===== src/rtl/instruction_prefetch_unit.sv =====
// instruction_prefetch_unit
// Fetches 16-bit instructions as two byte reads (low byte, then high byte)
// from a byte-wide memory. Completed instructions wait in a small FIFO, tagged
// with the address of their low byte, until the control unit consumes them.
module instruction_prefetch_unit #(
  parameter int                ADDR_W   = 16,
  parameter int                DEPTH    = 2,
  parameter logic [ADDR_W-1:0] PC_RESET = '0
) (
  input  logic              Clock,
  input  logic              Reset,
  input  logic              Mem_Grant,
  input  logic [7:0]        Mem_Data,
  output logic              Mem_CS,
  output logic              Mem_WR,
  output logic [ADDR_W-1:0] Mem_Addr,
  input  logic              PC_Load,
  input  logic [ADDR_W-1:0] PC_LoadVal,
  output logic              IR_Valid,
  input  logic              IR_Ready,
  output logic [15:0]       IR_Out,
  output logic [ADDR_W-1:0] IR_PC,
  output logic [ADDR_W-1:0] PC_Out
);

  localparam int PTR_W = (DEPTH > 1) ? $clog2(DEPTH) : 1;
  localparam int CNT_W = PTR_W + 1;

  localparam logic [0:0] FETCH_LO = 1'b0;
  localparam logic [0:0] FETCH_HI = 1'b1;

  logic [0:0]        state_reg;
  logic [ADDR_W-1:0] pc_reg;
  logic [7:0]        lo_reg;
  logic [ADDR_W-1:0] tag_reg;
  logic [PTR_W-1:0]  head_reg;
  logic [PTR_W-1:0]  tail_reg;
  logic [CNT_W-1:0]  count_reg;

  logic [15:0]       data_reg [DEPTH];
  logic [ADDR_W-1:0] pc_tag_reg [DEPTH];

  logic queue_valid;
  logic not_full;
  logic pop;
  logic access;
  logic push;

  // Handshake decode. A redirect blocks both the pop and the memory access, and
  // nothing is fetched while reset is held, so the chip select stays inactive.
  always_comb begin
    queue_valid = (count_reg != '0);
    not_full    = (count_reg < CNT_W'(DEPTH));
    pop         = queue_valid & IR_Ready & ~PC_Load;
    access      = Reset & ~PC_Load & Mem_Grant & (not_full | pop);
    push        = access & (state_reg == FETCH_HI);
  end

  // Fetch FSM, PC, low-byte latch and queue pointers/occupancy.
  always_ff @(posedge Clock or negedge Reset) begin
    if (!Reset) begin
      state_reg <= FETCH_LO;
      pc_reg    <= PC_RESET;
      lo_reg    <= '0;
      tag_reg   <= '0;
      head_reg  <= '0;
      tail_reg  <= '0;
      count_reg <= '0;
    end else if (PC_Load) begin
      // Redirect flushes the queue and any half-fetched instruction.
      state_reg <= FETCH_LO;
      pc_reg    <= PC_LoadVal;
      lo_reg    <= '0;
      head_reg  <= '0;
      tail_reg  <= '0;
      count_reg <= '0;
    end else begin
      if (access) begin
        pc_reg <= pc_reg + ADDR_W'(1);
        if (state_reg == FETCH_LO) begin
          lo_reg    <= Mem_Data;
          tag_reg   <= pc_reg;
          state_reg <= FETCH_HI;
        end else begin
          state_reg <= FETCH_LO;
        end
      end
      if (push) tail_reg <= tail_reg + PTR_W'(1);
      if (pop)  head_reg <= head_reg + PTR_W'(1);
      if (push && !pop)      count_reg <= count_reg + CNT_W'(1);
      else if (pop && !push) count_reg <= count_reg - CNT_W'(1);
    end
  end

  // One storage slot per queue entry, written when the tail points at it.
  generate
    for (genvar gi = 0; gi < DEPTH; gi++) begin : g_entry
      // Capture the completed instruction and its low-byte address.
      always_ff @(posedge Clock or negedge Reset) begin
        if (!Reset) begin
          data_reg[gi]   <= '0;
          pc_tag_reg[gi] <= '0;
        end else if (push && (tail_reg == PTR_W'(gi))) begin
          data_reg[gi]   <= {Mem_Data, lo_reg};
          pc_tag_reg[gi] <= tag_reg;
        end
      end
    end
  endgenerate

  // Head and memory-port outputs, zeroed while the queue is empty.
  always_comb begin
    IR_Valid = queue_valid;
    IR_Out   = queue_valid ? data_reg[head_reg]   : 16'h0000;
    IR_PC    = queue_valid ? pc_tag_reg[head_reg] : '0;
    Mem_CS   = ~access;
    Mem_WR   = 1'b0;
    Mem_Addr = pc_reg;
    PC_Out   = pc_reg;
  end

endmodule


===== config.mk =====
export PLATFORM = sky130hd
export DESIGN_NAME = instruction_prefetch_unit
export DESIGN_NICKNAME = d
export VERILOG_FILES = /design/src/rtl/instruction_prefetch_unit.sv
export SDC_FILE = /design/constraint.sdc
export NUM_CORES = 1
export LEC_CHECK = 0
export CAP_MARGIN = 20
export CORE_UTILIZATION = 31
export DETAILED_ROUTE_END_ITERATION = 12
export GPL_ROUTABILITY_DRIVEN = 0
export PLACE_DENSITY_LB_ADDON = 0.05
export SLEW_MARGIN = 5
export SYNTH_ARGS = -nofsm -noshare
export SYNTH_HDL_FRONTEND = slang
export SYNTH_SLANG_ARGS = --single-unit

===== constraint.sdc =====
create_clock -name Clock -period 1.9 [get_ports Clock]
set_input_delay 0.38 -clock Clock [delete_from_list [all_inputs] [get_ports Clock]]
set_output_delay 0.38 -clock Clock [all_outputs]
set_load 0.02 [all_outputs]

==> results.sh, run 1 <==
export IMPL_hold_ws_ns=0.1615
export IMPL_leakage_nw=3.348
export IMPL_row_count=46
export IMPL_post_route_util=0.4583
export IMPL_grt_max_degree=59
export IMPL_nNetsFinal=589
export IMPL_startpoint_type="flop"
export IMPL_rsz0062_at_grt="yes"
export IMPL_reg2reg_setup_slack_ns=0.09
export IMPL_grt_usage=0.1768
export IMPL_routed_wl_um=14200
export IMPL_dr_pass1_iters=4
export IMPL_drive_above_1_share=0.4060
export IMPL_antenna_found_initial=0
export IMPL_cts_tree="yes"
export IMPL_io_pins=96
export IMPL_preCtsSetupSlack_ns=-0.5639
export IMPL_clock_latency_ns=0.35
export IMPL_via_count=3710
export IMPL_grt_first_pass_wirelength_um=22240
export IMPL_finalCritPeriodShare=1.024
export IMPL_syn_cell_area_um2=5091
export IMPL_synth_top_family_by_area="multiplexers"
export IMPL_clkSinkCount=109
export IMPL_final_min_clock_period_ns=1.946
export IMPL_layout_setup_ws_ns=-0.04627
export IMPL_core_area_um2=15940
export IMPL_finClkSkew_ns=0.009730
export IMPL_slew_headroom=0.4841
export IMPL_hold_viol=0
export IMPL_synthTopCellsByCount="109 x dfrtp_1, 80 x mux2_2, 43 x nor2_1"
export IMPL_overflow=0
export IMPL_powerDensity_nw_per_um2=831.6
export IMPL_numCtsBuffers=9
export IMPL_hpwl_um=8867
export IMPL_arrival_ns=1.57
export IMPL_drv_slew=0
export IMPL_synth_xor_area_frac=0.02064
export IMPL_synth_edf_count=0
export IMPL_syn_nets=464
export IMPL_ys_seq_elements=109
export IMPL_final_area_um2=7307
export IMPL_crit_path_end_kind="output port"
export IMPL_clockPowerShare=0.312
export IMPL_peakVddDrop_mv=0.5033
export IMPL_synth_seq_area_share=0.5358
export IMPL_vias_per_cell=4.756
export IMPL_crit_chain="buf_6 > buf_16 > mux2i_1 > nor2_1 > buf_4"
export IMPL_cts_hold_buf=0
export IMPL_sequentialPowerShare=0.480
export IMPL_initial_core_util=0.3193
export IMPL_finalSetupViolCount=2
export IMPL_worstSetupPathType="flop to output port"
export IMPL_drt_first_iter_violations=150
export IMPL_reg2reg_to="data_reg[16]"
export IMPL_syn2layout_area_growth_pct=43.52
export IMPL_critPathMaxStageDelay_ns=0.45
export IMPL_power_switching_mw=1.663
export IMPL_path_delay_family="buffers and inverters"
export IMPL_synth_top_area_cell="dfrtp_1"
export IMPL_synthTopCellsByArea="dfrtp_1 54%, mux2_2 18%, mux2i_1 6.5%, nor2_1 3.2%, nand2_1 2.7%"
export IMPL_synthSimpleGateAreaFrac=0.1072
export IMPL_fp_dieW_um=130.2
export IMPL_netlist_area_leader_share=0.5358
export IMPL_ctsHtreeMaxLevel=3
export IMPL_fp_dieArea_um2=16940
export IMPL_portBuffers=94
export IMPL_clock_path_buffers=2
export IMPL_ant_nets=0
export IMPL_route_detailed_drc=0
export IMPL_synth_compound_area_frac=0.03785
export IMPL_yosysMostFrequentCell="dfrtp_1"
export IMPL_status="finished, violations left"
export IMPL_yosysUniqueCellTypes=37
export IMPL_async_reset_ff_frac=1.000
export IMPL_path_clk_slew_ns=0.07
export IMPL_cap_violations=0
export IMPL_reg2reg_from="count_reg[1]"
export IMPL_synth_fa_ha_area_frac=0.002458
export IMPL_syn_area_per_cell_um2=11.73
export IMPL_grt_pass1_vias=3862
export IMPL_cp_slowest_cell="dfrtp_2"
export IMPL_tightest_slew_ns=0.7738
export IMPL_synthFlopType="dfrtp_1"
export IMPL_synthCells=434
export IMPL_nFillCells=1485
export IMPL_cp_max_fo=8
export IMPL_violations="negative setup slack"
export IMPL_worst_r2r_path_depth=7
export IMPL_path_buf_inv=3
export IMPL_post_drt_wl_per_cell_um=18.21
export IMPL_muxShareOfSynthArea=0.2418
export IMPL_pwr_share_comb=0.208
export IMPL_crit_required_ns=1.52
export IMPL_max_freq_ghz=0.5138
export IMPL_yosysWarnings=0
export IMPL_power_internal_mw=4.413
export IMPL_hold_path_class="input pin to asynchronous set/reset pin"
export IMPL_dpl_instance_area_um2=6519
export IMPL_diodes=0
export IMPL_root_buffer="clkbuf_16"
export IMPL_dieHeight_um=130.2
export IMPL_switching_share=0.2737
## routing by layer
layer,share of wire,global-route usage,vias up
li1,-,-,1743
met2,0.48,0.2760,70
met3,0.037,0.04305,9
met4,0.015,0.05472,0
met5,0,0,-
met1,0.47,0.2412,1888
## worst register-to-register path: stages (launching register included)
cell and delay (ns):
dfrtp_1 0.39, nor2b_4 0.16, nor3_4 0.19, inv_2 0.07, nor3b_4 0.21, buf_6 0.19, buf_12 0.17, mux2_4 0.31
## stage by stage
step,std cells,setup TNS (ns),total power [mW]
3_3_place_gp,745,-37.99,4.003
4_1_cts,780,-0.5115,6.008
2_1_floorplan,434,0,3.551
5_1_grt,780,-1.517,6.399
6_report,780,-0.05539,6.076
3_5_place_dp,745,-39.55,4.036
## worst max-delay path by stage
stage          slack [ns]           end  cells past startpoint         start
4_1_cts              -0.1     IR_Out[3]                      5      head_reg
3_3_place_gp        -0.52   Mem_Addr[9]                      6      IR_Ready
2_1_floorplan        0.02  Mem_Addr[10]                      5   Mem_Addr[4]
6_report            -0.05     IR_Out[3]                      5      head_reg
5_1_grt             -0.11     IR_Out[9]                      6  count_reg[1]
3_5_place_dp        -0.56   Mem_Addr[9]                      6      IR_Ready
## cells in the final DEF (no fill, tap or decap), types with 3 or more instances in the layout
| cell | n |
|---|---|
| a31oi_1 | 5 |
| buf_12 | 9 |
| buf_16 | 3 |
| buf_2 | 14 |
| buf_4 | 48 |
| buf_6 | 18 |
| clkbuf_16 | 10 |
| clkdlybuf4s50_1 | 37 |
| dfrtp_1 | 104 |
| dfrtp_2 | 5 |
| dlygate4sd2_1 | 5 |
| dlymetal6s2s_1 | 17 |
| inv_1 | 7 |
| mux2_2 | 55 |
| mux2_4 | 25 |
| mux2i_1 | 27 |
| mux2i_4 | 4 |
| nand2_1 | 35 |
| nand3_1 | 6 |
| nor2_1 | 30 |
| nor2_2 | 6 |
| nor2_4 | 7 |
| nor4_1 | 6 |
| o21ai_0 | 19 |
| o31ai_1 | 4 |
| or4_1 | 4 |
| xnor2_1 | 7 |
| xor2_1 | 5 |
## power groups by stage
stage	Clock (mW)	Sequential, mW	Combinational [mW]
detailed placement	0	2.94	1.10
CTS	1.97	2.89	1.14
floorplan	0	2.92	0.631
global route	2.05	2.97	1.38
finish	1.90	2.92	1.26
global placement	0	2.92	1.08
## what timing repair did
action | 4_1_cts | 5_1_grt
gates resized for setup | 169 | 100
pin swaps | 14 | 15
setup endpoints to repair | 94 | 86
endpoints found under the hold margin | 0 | 0
gates cloned | 6 | 1
setup buffers | 14 | 2
## layout make-up
cell class | instances | area (um2) | share of cell area
Sequential cell | 109 | 2734 | 0.3741
Multi-Input combinational cell | 275 | 2365 | 0.3236
Timing Repair Buffer | 156 | 1615 | 0.2211
Tap cell | 216 | 270.3 | 0.03699
Inverter | 8 | 30.03 | 0.004110
Clock buffer | 10 | 229.0 | 0.03134
Clock inverter | 6 | 63.81 | 0.008733
## cell families (layout without fill, tap and decap cells)
family	after synthesis	count (layout)
buffers and inverters	51	180
adder cells (fa/ha/maj)	1	1
multiplexers	113	113
XOR/XNOR	12	12
AND/OR/NAND/NOR	114	115
AO/OA/AOI/OAI	33	33
other	1	1
flip-flops	109	109
No activity file was read; power rests on OpenSTA's default activity.
==> run 2, diff against run 1 <==
- HOLD_SLACK_MARGIN: not set -> 0.05
==> results of run 2 <==
Final layout, timing and power as in run 1 (identical DEF).
==> run 3, diff against run 2 <==
- clock period: 1.9 -> 2.2 ns (I/O delays scaled with it)
==> run 3 against run 2 <==
The flow now finishes without violations; utilization fell by 3.7 points; sequential power decreased by 14%; combinational power fell by 29%; total power down 16%; clock power is 12% lower; die area unchanged; final area down 8.0%; sequential share of layout area grew 3.2 points; non-clock buffer count fell by 26; wire length is 9.2% lower; count of clock-buffer cells in the layout rose by 3.
==> results.sh, run 3 (synthesized netlist as in run 1, its figures left out) <==
export IMPL_status="complete, no violations"
export IMPL_io_pins=96
export IMPL_finalSetupViolCount=0
export IMPL_fp_dieW_um=130.2
export IMPL_row_count=46
export IMPL_final_area_um2=6721
export IMPL_seqCellArea_um2=2729
export IMPL_via_count=3557
export IMPL_stdcell_count=753
export IMPL_path_clk_slew_ns=0.07
export IMPL_post_drt_wl_per_cell_um=17.13
export IMPL_grt_usage=0.1646
export IMPL_hold_viol=0
export IMPL_finClkSkew_ns=0.005655
export IMPL_clkSinkCount=109
export IMPL_slew_headroom=0.6008
export IMPL_grt_max_degree=110
export IMPL_startpoint_type="input pin"
export IMPL_numCtsBuffers=9
export IMPL_tightest_slew_ns=0.5988
export IMPL_root_buffer="clkbuf_16"
export IMPL_crit_required_ns=2.47
export IMPL_dr_pass1_iters=4
export IMPL_cts_hold_buf=0
export IMPL_syn2layout_area_growth_pct=32.02
export IMPL_hpwl_um=8730
export IMPL_antenna_found_initial=0
export IMPL_routed_wl_um=12900
export IMPL_clock_latency_ns=0.35
export IMPL_layout_commonest_cell="dfrtp_1"
export IMPL_finalCritPeriodShare=0.9633
export IMPL_hold_ws_ns=0.2221
export IMPL_ant_nets=0
export IMPL_worstSetupPathType="input pin to flop"
export IMPL_nNetsFinal=562
export IMPL_fp_dieArea_um2=16940
export IMPL_dieHeight_um=130.2
export IMPL_cp_max_fo=8
export IMPL_multiInputGateArea_um2=2135
export IMPL_cts_tree="yes"
export IMPL_dpl_instance_area_um2=6436
export IMPL_rsz0062_at_grt="no"
export IMPL_route_detailed_drc=0
export IMPL_vias_per_cell=4.724
export IMPL_overflow=0
export IMPL_diodes=0
export IMPL_max_freq_ghz=0.4719
export IMPL_layout_common_cells="108 x dfrtp_1, 80 x mux2_2, 59 x clkdlybuf4s50_1, 42 x nor2_1, 35 x nand2_1"
export IMPL_final_min_clock_period_ns=2.119
export IMPL_core_area_um2=15940
export IMPL_powerDensity_nw_per_um2=756.5
export IMPL_dp_cells=736
export IMPL_peakVddDrop_mv=0.4965
export IMPL_drv_slew=0
export IMPL_grt_pass1_vias=3753
export IMPL_drt_first_iter_violations=162
export IMPL_ctsHtreeMaxLevel=3
export IMPL_leakage_nw=3.009
export IMPL_nFillCells=1569
export IMPL_tns_ns=0
export IMPL_drive_above_1_share=0.2644
export IMPL_grt_first_pass_wirelength_um=20500
export IMPL_clock_path_buffers=2
export IMPL_arrival_ns=2.39
export IMPL_cap_violations=0
export IMPL_portBuffers=94
export IMPL_initial_core_util=0.3193
export IMPL_hold_path_class="input pin to asynchronous set/reset pin"
export IMPL_crit_path_end_kind="flop"
[run 3: final timing paths]
kind / startpoint / end / slack (ns) / cells past startpoint
hold reg to reg: data_reg[0] / data_reg[0] / 0.50 / 1
hold / removal: Reset / data_reg[10] / 0.22 / 2
setup reg to reg: count_reg[1] / Mem_Addr[15] / 0.12 / 5
max in group asynchronous: Reset / head_reg / 1.49 / 2
setup / recovery: IR_Ready / Mem_Addr[15] / 0.08 / 6
min in group Clock: data_reg[0] / data_reg[0] / 0.50 / 1
[run 3: critical path, stage by stage]
cell and delay (ns):
clkdlybuf4s50_1 0.53, nor2b_2 0.08, buf_4 0.14, or3_1 0.48, or4_1 0.54, a31oi_1 0.18
[run 3: cell type report]
type | instances | area share
Timing Repair Buffer | 130 | 0.1865
Multi-Input combinational cell | 274 | 0.3176
Sequential cell | 109 | 0.4060
Clock inverter | 3 | 0.006515
Clock buffer | 13 | 0.03872
Tap cell | 216 | 0.04021
Inverter | 8 | 0.004468
[run 3: what timing repair did]
item,in CTS,in global routing
setup endpoints to repair,34,1
pin swaps,1,0
endpoints found under the hold margin,0,0
gates resized for setup,35,3
buffers inserted,1,0
[run 3: metrics by stage]
step / setup slack (ns) / total power, mW / util
global route: 0.00002554 / 5.354 / 0.4216
global placement: -0.2556 / 3.442 / 0.4037
floorplan: 0.1639 / 3.064 / -
CTS: 0.02233 / 5.175 / 0.4207
detailed placement: -0.2795 / 3.471 / 0.4037
finish: 0.08082 / 5.085 / 0.4216
[run 3: layer usage]
metal / track usage / wire (um) / vias up / share of wire
met5: 0 / 0 / - / 0
met4: 0.03694 / 110 / 0 / 0.0085
met3: 0.04346 / 454 / 5 / 0.035
met2: 0.2813 / 6365 / 62 / 0.49
met1: 0.2077 / 5969 / 1800 / 0.46
li1: - / - / 1690 / -
[run 3: power by group]
| group | switching [mW] | internal, mW | leakage (nW) |
|---|---|---|---|
| Clock | 0.731 | 0.947 | 0.150 |
| Combinational | 0.403 | 0.495 | 1.44 |
| Sequential | 0.207 | 2.30 | 1.42 |
